--- config.mk ---
export PLATFORM = sky130hd
export DESIGN_NAME = lut_layer_sequencer_flat
export DESIGN_NICKNAME = d
export VERILOG_FILES = /design/src/rtl/lut_layer_sequencer_if.sv /design/src/rtl/lut_layer_sequencer.sv /design/src/flat_wrapper.sv
export SDC_FILE = /design/constraint.sdc
export NUM_CORES = 1
export LEC_CHECK = 0
export CORE_UTILIZATION = 30
export DETAILED_ROUTE_END_ITERATION = 10
export SETUP_SLACK_MARGIN = 0.05
export SYNTH_ARGS = -nofsm -noshare
export SYNTH_HDL_FRONTEND = slang
export SYNTH_SLANG_ARGS = --single-unit
--- constraint.sdc ---
create_clock -name clk -period 9.5 [get_ports clk]
set_clock_uncertainty 0.15 [all_clocks]
set_input_delay 0.95 -clock clk [delete_from_list [all_inputs] [get_ports clk]]
set_output_delay 0.95 -clock clk [all_outputs]
set_load 0.02 [all_outputs]
--- src/rtl/lut_layer_sequencer_if.sv ---
// Handshake and table-programming bundle between a layer sequencer and its neighbours.
// The master side drives the input vector, table writes and out_ready; the slave is the sequencer.
interface lut_layer_sequencer_if #(
    parameter int NUM_NEURONS = 8,
    parameter int FAN_IN      = 6,
    parameter int IDX_W       = $clog2(NUM_NEURONS)
);
    logic                          in_valid;
    logic                          in_ready;
    logic [NUM_NEURONS*FAN_IN-1:0] in_addrs;
    logic                          out_valid;
    logic                          out_ready;
    logic [NUM_NEURONS-1:0]        out_data;
    logic                          cfg_we;
    logic [IDX_W+FAN_IN-1:0]       cfg_addr;
    logic                          cfg_data;
    logic                          cfg_ready;

    modport master (
        output in_valid, in_addrs, out_ready, cfg_we, cfg_addr, cfg_data,
        input  in_ready, out_valid, out_data, cfg_ready
    );

    modport slave (
        input  in_valid, in_addrs, out_ready, cfg_we, cfg_addr, cfg_data,
        output in_ready, out_valid, out_data, cfg_ready
    );
endinterface

--- src/rtl/lut_layer_sequencer.sv ---
// Purpose: evaluates one LogicNets layer serially from a shared runtime-programmable LUT table.
// Latency: out_valid rises NUM_NEURONS cycles after the accepting edge; one neuron per cycle.
// Backpressure: holds result in DONE until out_ready; in_ready/cfg_ready low whenever busy.
module lut_layer_sequencer #(
    parameter int NUM_NEURONS = 8,
    parameter int FAN_IN      = 6,
    parameter int IDX_W       = $clog2(NUM_NEURONS)
) (
    input  logic                  clk,
    input  logic                  rst,
    lut_layer_sequencer_if.slave  bus,
    output logic                  busy
);
    localparam int ENTRIES = NUM_NEURONS << FAN_IN;

    typedef enum logic [1:0] {IDLE, RUN, DONE} state_t;

    state_t                        state_q, state_d;
    logic [IDX_W-1:0]              idx_q;
    logic [NUM_NEURONS*FAN_IN-1:0] addrs_q;
    logic [NUM_NEURONS-1:0]        out_q;
    logic                          tbl [ENTRIES];

    logic [FAN_IN-1:0]             addr_arr [NUM_NEURONS];
    logic [IDX_W-1:0]              cfg_idx;
    logic                          cfg_in_range;
    logic                          last_idx;
    logic                          accept;
    logic                          rd_bit;

    for (genvar k = 0; k < NUM_NEURONS; k++) begin : g_unpack
        assign addr_arr[k] = addrs_q[k*FAN_IN +: FAN_IN];
    end

    assign cfg_idx      = bus.cfg_addr[IDX_W+FAN_IN-1 -: IDX_W];
    assign cfg_in_range = (32'(cfg_idx) < NUM_NEURONS);
    assign last_idx     = (idx_q == IDX_W'(NUM_NEURONS - 1));
    assign accept       = (state_q == IDLE) && bus.in_valid && !bus.cfg_we;
    assign rd_bit       = tbl[{idx_q, addr_arr[idx_q]}];

    // Table has no reset so programmed contents survive a sequencer reset.
    always_ff @(posedge clk) begin
        if (!rst && state_q == IDLE && bus.cfg_we && cfg_in_range) begin
            tbl[bus.cfg_addr] <= bus.cfg_data;
        end
    end

    always_ff @(posedge clk) begin
        if (rst) begin
            state_q <= IDLE;
            idx_q   <= '0;
            out_q   <= '0;
        end else begin
            state_q <= state_d;
            if (accept) begin
                addrs_q <= bus.in_addrs;
                idx_q   <= '0;
            end else if (state_q == RUN) begin
                out_q[idx_q] <= rd_bit;
                idx_q        <= last_idx ? '0 : idx_q + IDX_W'(1);
            end
        end
    end

    always_comb begin
        state_d       = state_q;
        bus.in_ready  = 1'b0;
        bus.cfg_ready = 1'b0;
        bus.out_valid = 1'b0;
        case (state_q)
            IDLE: begin
                bus.cfg_ready = 1'b1;
                bus.in_ready  = !bus.cfg_we;
                if (accept) state_d = RUN;
            end
            RUN: begin
                if (last_idx) state_d = DONE;
            end
            DONE: begin
                bus.out_valid = 1'b1;
                if (bus.out_ready) state_d = IDLE;
            end
            default: state_d = IDLE;
        endcase
    end

    assign bus.out_data = out_q;
    assign busy         = (state_q != IDLE);
endmodule

--- src/flat_wrapper.sv ---
// flat-port wrapper written by rule: the top's interface ports become plain ports
module lut_layer_sequencer_flat 
#(
    parameter int NUM_NEURONS = 8,
    parameter int FAN_IN      = 6,
    parameter int IDX_W       = $clog2(NUM_NEURONS)
)
  (clk, rst, busy, bus_in_valid, bus_in_addrs, bus_out_ready, bus_cfg_we, bus_cfg_addr, bus_cfg_data, bus_in_ready, bus_out_valid, bus_out_data, bus_cfg_ready);
  lut_layer_sequencer_if #(.NUM_NEURONS(NUM_NEURONS), .FAN_IN(FAN_IN), .IDX_W(IDX_W)) bus_i ();
  input  logic clk;
  input  logic rst;
  output logic busy;
  input wire logic [$bits(bus_i.in_valid)-1:0] bus_in_valid;
  input wire logic [$bits(bus_i.in_addrs)-1:0] bus_in_addrs;
  input wire logic [$bits(bus_i.out_ready)-1:0] bus_out_ready;
  input wire logic [$bits(bus_i.cfg_we)-1:0] bus_cfg_we;
  input wire logic [$bits(bus_i.cfg_addr)-1:0] bus_cfg_addr;
  input wire logic [$bits(bus_i.cfg_data)-1:0] bus_cfg_data;
  output wire logic [$bits(bus_i.in_ready)-1:0] bus_in_ready;
  output wire logic [$bits(bus_i.out_valid)-1:0] bus_out_valid;
  output wire logic [$bits(bus_i.out_data)-1:0] bus_out_data;
  output wire logic [$bits(bus_i.cfg_ready)-1:0] bus_cfg_ready;
  assign bus_i.in_valid = bus_in_valid;
  assign bus_i.in_addrs = bus_in_addrs;
  assign bus_i.out_ready = bus_out_ready;
  assign bus_i.cfg_we = bus_cfg_we;
  assign bus_i.cfg_addr = bus_cfg_addr;
  assign bus_i.cfg_data = bus_cfg_data;
  assign bus_in_ready = bus_i.in_ready;
  assign bus_out_valid = bus_i.out_valid;
  assign bus_out_data = bus_i.out_data;
  assign bus_cfg_ready = bus_i.cfg_ready;
  lut_layer_sequencer #(.NUM_NEURONS(NUM_NEURONS), .FAN_IN(FAN_IN), .IDX_W(IDX_W)) u_core (.clk(clk), .rst(rst), .bus(bus_i), .busy(busy));
endmodule
* Word-level counts from Yosys, hierarchy flattened
Memories as Yosys holds them, arrays and structs flattened.
Cells that the tools add are included.
** Operators by class
- Add/subtract/negate cells :: 1
- Multipliers :: 0
- Div/mod/pow operators :: 0
- Order comparisons :: 3
- Equal/unequal tests :: 6
- Shift operators :: 0
- Mux-type cells :: 16
- Bitwise gates (word level) :: 3
- Reduce and logical (&&, ||, !) cells :: 13
** Operators by type and width (count)
- $bmux W6 S3 :: 1
- $mux W6 :: 2
- $bwmux W8 :: 1
- $mux W1 :: 6
- $mux W2 :: 3
- $pmux W2 S3 :: 1
- $logic_and A1 B1 Y1 :: 5
- $ge A4 B4 Y1 const B :: 1
- $lt A3 B4 Y1 const B :: 1
- $ne A2 B1 Y1 const B :: 2
- $not A3 Y4 :: 1
- $reduce_and A2 Y1 :: 2
- $add A3 B1 Y3 const B :: 1
- $demux W1 S3 :: 1
- $eq A3 B3 Y1 const B :: 1
- $ge A3 B1 Y1 const B :: 1
- $mux W3 :: 1
- $reduce_and A3 Y1 :: 1
- $eq A2 B1 Y1 const B :: 1
- $eq A2 B2 Y1 const B :: 1
- $logic_not A1 Y1 :: 2
- $logic_not A2 Y1 :: 1
- $ne A2 B2 Y1 const B :: 1
- $not A1 Y1 :: 2
- other kinds (2) :: 2
** Storage, ports and cells
- Flip-flop bits (word level) :: 61
- Bits in latches :: 0
- Bits in writable memories :: 512
- Bits in read-only memories :: 0
- Output and inout bits :: 12
- Memories kept :: 1
** Memory list
- u_core.tbl :: words 512, bits a word 1, read ports 1, clocked after memory_dff 0, write ports 1, line lut_layer_sequencer.sv:22 : logic tbl [ENTRIES];

* Depth between registers and ports, before layout
An unclocked memory read counts as a cell.
- Word-level depth :: 6
- Depth in mapped cells :: 13

* Least setup slack after synthesis
No wires, ideal clock.
- Path type :: input to register
- Start point :: input rst
- End point :: register u_core.addrs_q[0] (enable)
- Arrival :: 3.180 ns
- Required time :: 8.896 ns
- Slack :: 5.716 ns
- Stages :: 2
- Path buffers :: 1
- Path through :: clkbuf_1 -> nor2_1
** Between the ends
- Longest elaborated chain between the ends :: 2
** Ends and longest elaborated chain
- from (decl) :: line flat_wrapper.sv:11 : input logic rst;
- $not A1 Y1 (no source line)
- $reduce_and A2 Y1 (no source line)
- to (signal assigned) :: line lut_layer_sequencer.sv:56 : addrs_q <= bus.in_addrs;
- to (decl) :: line lut_layer_sequencer.sv:20 : logic [NUM_NEURONS*FAN_IN-1:0] addrs_q;
Every way passes these cells.
A chain may end at the register's enable or synchronous reset.

* Final worst setup path
- Start point :: register u_core.idx_q[0]
- End point :: register u_core.out_q[7], in the netlist u_core.bus.out_data[7]
** Between the ends
- Longest elaborated chain between the ends :: 6
- Elaborated cells between the ends (all ways) :: 11
- Those cells by class :: order compare: 2; mux: 6; bitwise: 1; reduce/logical: 1; memory: 1
** Ends and longest elaborated chain
- from (decl) :: line lut_layer_sequencer.sv:19 : logic [IDX_W-1:0] idx_q;
- from (signal assigned) :: line lut_layer_sequencer.sv:60 : idx_q <= last_idx ? '0 : idx_q + IDX_W'(1);
- $not A3 Y4 (not written as such) :: line lut_layer_sequencer.sv:39 : assign rd_bit = tbl[{idx_q, addr_arr[idx_q]}];
- $bmux W6 S3 :: line lut_layer_sequencer.sv:39
- $mux W6 (not written as such) (2 in a row) :: line lut_layer_sequencer.sv:39
- $mem_v2 Z512 W1
- $bwmux W8 * :: line lut_layer_sequencer.sv:59 : out_q[idx_q] <= rd_bit;
- to (signal, indexed assignment) :: line lut_layer_sequencer.sv:59
- to (decl) :: line lut_layer_sequencer.sv:21 : logic [NUM_NEURONS-1:0] out_q;
Every way passes the cells marked *; elsewhere a longest branch is shown, timed or not. The select of a mux whose other input is x is not followed.

==> impl_results.md <==
* Flop2flop setup slack at a little under 5 ns
* Share of layout cells above drive strength 1 at about a tenth
* Final hold vios at 0
* TritonCTS Sinks at roughly 570
* Setup_tns at 0 ns
* Nets at about 2100
* Reg2reg start: u_core.idx_q[0]
* Port bufs at 74
* Vias in the first global route at ~16000
* CP endpoint: u_core.bus.out_data[7]
* Worst Max-Slew Pin Slew at 1.22 ns
* Compound-Gate Fraction of Synth Area at under 10%
* Syn avg cell area at 12.4 um^2
* Outcome: finished, final reports clean
* Slew Viols, Final at 0
* Post-Synth Simple-Gate Area at 15.7%
* Critical path arrival at between 4 and 5 ns
* Adder-Cell Fraction of Synth Area at less than 1%
* Relative slew slack at ~18%
* Crit. Startpoint: u_core.idx_q[0]
* IO Count at 75
* Initial Util at between 30% and 40%
* CP required at between 9 and 10 ns
* FF+latch count, synth at about 570
* Final instance area at a little under 30000 um^2
* Logic pwr share at roughly 6.9%
* Htree depth at 2
* Startpoint type of the worst setup path: register
* Xor and xnor area share after synthesis at 0%
* Gr usage total at about 15%
* Fmax at around 220 MHz
* RSZ-0062 raised after global routing: false
* Grt ovf at 0
* Synth unique cells at 62
* Minimum clock period at between 4 and 5 ns
* Die Width at 293 um
* Placer congestion estimate at 0.808
* Synth top area cells: edfxtp_1 (66%), nor2_1 (8.2%), nand2_1 (3.7%)
* Hpwl dp at just under 40000 um
* Sequential power share at a little over half
* Largest family of logic cells by synthesized area: simple AND/OR/NAND/NOR gates
* Yosys top cell by area: edfxtp_1
* Hold Slack at approximately 0.38 ns
* Placement Cell Area at approximately 27000 um^2
* CTS root buffer: clkbuf_16
* Synth Instances at a little over 2000
* Clock power share at between 40% and 50%
* CTS clk-pin slew, worst paths at about 0.060 ns
* Async set or reset register ratio after synthesis at 0%
* M3 GR Usage at 2.15%
* P_leak at 8.68 nW
* PwrDens at 186 nW/um^2
* Initial antenna violation count at 1
* Met1 Usage GRT at between 10% and 20%
* Final setup vio count at 0
* Worst skew pair latency at between 0.6 and 0.7 ns
* Core Region at between 80000 and 90000 um^2
* Hold Startpoint: u_core.idx_q[1]
* Post-CTS sizing at 0
* Crit path kind: register to register
* Iter 0 DRT Violations at about 1800
* GR peak layer: met2
* Drt first pass iters at 7
* Vias at about 16000
* Hold WC Path Type: register to register
* Post-Route WL at ~67000 um
* Power, Total at approximately 5.3 mW
* Maximum VDD drop at about 130 uV
* ANT nets after route at 0
* CP max FO at 59
* P&R area growth vs syn at 13.7%
* First-pass GRT wire length at 99600 um
* Sw frac at ~22%
* Top FF cell, synth: edfxtp_1
* FF-to-FF path depth at 10
* Cell Int Power at ~4.2 mW
* Sequential area share after synthesis at between 60% and 70%
* CTS Buf Count at 57
* Full die area at 85600 um^2
* Final core occ at around 34%
* Critical R2R Capture: u_core.bus.out_data[7]
* Vias per Instance at 5.10
* Clock Path Buffers at 3
* Largest net degree at the start of global routing at about 170
* Synthesis Warnings at 0
* Post-Syn Area at ~25000 um^2
* Switch Pwr at about 1.2 mW
* # rows at about 110
* Wirelength per Cell at about 21 um
* Max-cap violation count at 0
* Period utilisation layout at 47.7%
* GR Util met2 at a little over a quarter
* Multiplexer share of the synthesized area at under 10%
* Setup bufs post-CTS at 0
* Yosys top cell area share at 66.4%
* Die Height at 293 um
* Post-Syn Nets at approximately 2100
* Number of flops mapped to enable cells by yosys at 560
* Drc violations at 0
* CTS tree: done
* Post-CTS Hold Fix Bufs at 0
* Crit end category: register
[critical path, stage by stage, from the launching register on]
cell and delay [ns]:
dfxtp_1 0.39, buf_4 0.36, mux2_2 0.25, o22ai_2 0.22, nor2_8 0.74, buf_4 0.85
mux4_2 0.59, nor2_1 0.11, nor3_1 0.06, nor4_1 0.40, a311oi_1 0.16
[final cells by class]
class	instances	area [um^2]
clock inverters	40	318
multi-input cells	1311	7540
well taps	1134	1420
flip-flops and latches	573	17100
diodes	1	2.50
fillers	8177	54900
inverters	3	11.3
clock buffers	66	1480
repair buffers	104	983
[through the flow]
stage | setup WS [ns] | std cells
after detailed placement | 4.80 | 3125
after floorplan | 5.72 | 2051
after CTS | 5.04 | 3231
after global placement | 4.90 | 3125
after global routing | 4.71 | 3232
final | 4.97 | 3232
[state kept, by name, summed over array words and instances (netlist names)]
name	cells
u_core.bus.out_data	8
u_core.idx_q	3
u_core.tbl	512
u_core.state_q	2
u_core.addrs_q	48
[worst min-delay path by stage]
stage	end	slack [ns]	cells after the start
after detailed placement	u_core.idx_q[1]	0.35	2
after global routing	u_core.idx_q[1]	0.41	2
final	u_core.idx_q[1]	0.38	2
after CTS	u_core.idx_q[1]	0.36	2
after global placement	u_core.idx_q[1]	0.33	2
after floorplan	u_core.state_q[0]	0.36	1
[kinds of logic (layout without fill, tap and decap cells)]
group           after synthesis  count (layout)
flops                       573             573
compound gates              184             184
buf+inv                     167             213
mux                         158             158
simple gates                967             967
fa+ha+maj                     2               2
other cells                   0               1
[synthesized netlist by cell type (6+ instances only)]
cell type	instances
edfxtp_1	560
nor2_1	557
nand2_1	249
clkbuf_1	102
mux2i_1	85
nand3_1	59
mux4_2	39
buf_2	38
a211oi_1	36
and2_1	34
mux2_2	31
o21ai_0	24
a21oi_1	21
a311oi_1	21
a31oi_1	21
dfxtp_1	13
o22ai_1	13
nor3_1	11
nor4_1	10
o211ai_1	10
buf_4	9
nor2b_1	8
and3_1	7
buf_6	7
o2111ai_1	7
buf_1	6
nand4_1	6
nor3b_1	6
[per-layer routing]
metal / share of wire [%] / vias up
met5: 0 / -
met3: 6.3 / 106
met4: 2.9 / 0
met2: 50 / 626
li1: - / 7375
met1: 41 / 8371
[power groups by stage]
stage          Sequential, mW  Combinational (mW)  Clock (mW)
2_1_floorplan            2.84               0.223           0
3_3_place_gp             2.84               0.364           0
3_5_place_dp             2.84               0.370           0
4_1_cts                  2.79               0.370        2.23
5_1_grt                  2.78               0.395        2.33
6_report                 2.79               0.370        2.19
[layout by cell type (no fill, tap or decap), types with 3 or more instances in the layout]
master / netlist / routed
clkbuf_1: 102 / 8
a21oi_1: 21 / 21
nand2_1: 249 / 248
nand4_1: 6 / 6
mux2i_4: 2 / 4
a311o_1: 4 / 4
o211ai_1: 10 / 10
nand3_2: 0 / 4
a22oi_1: 3 / 3
buf_4: 9 / 29
mux2_2: 31 / 31
o22ai_1: 13 / 13
clkinv_1: 0 / 25
edfxtp_1: 560 / 560
dfxtp_1: 13 / 13
a211oi_1: 36 / 36
mux2i_1: 85 / 83
and2_1: 34 / 34
nand2b_1: 4 / 4
clkbuf_16: 0 / 58
a32o_1: 4 / 4
a31oi_1: 21 / 21
bufinv_16: 0 / 5
nand3_1: 59 / 55
and3_1: 7 / 7
o21ai_0: 24 / 24
clkinv_2: 0 / 5
nor3_1: 11 / 11
mux4_2: 39 / 39
clkdlybuf4s50_1: 0 / 73
nor4_1: 10 / 10
nor3b_1: 6 / 6
o31a_1: 4 / 4
a311oi_1: 21 / 21
nand3b_1: 4 / 4
or4_1: 4 / 4
a221oi_1: 3 / 3
nor2b_1: 8 / 8
nor2_1: 557 / 555
o2111ai_1: 7 / 7
(Power assumes the default switching activity.)
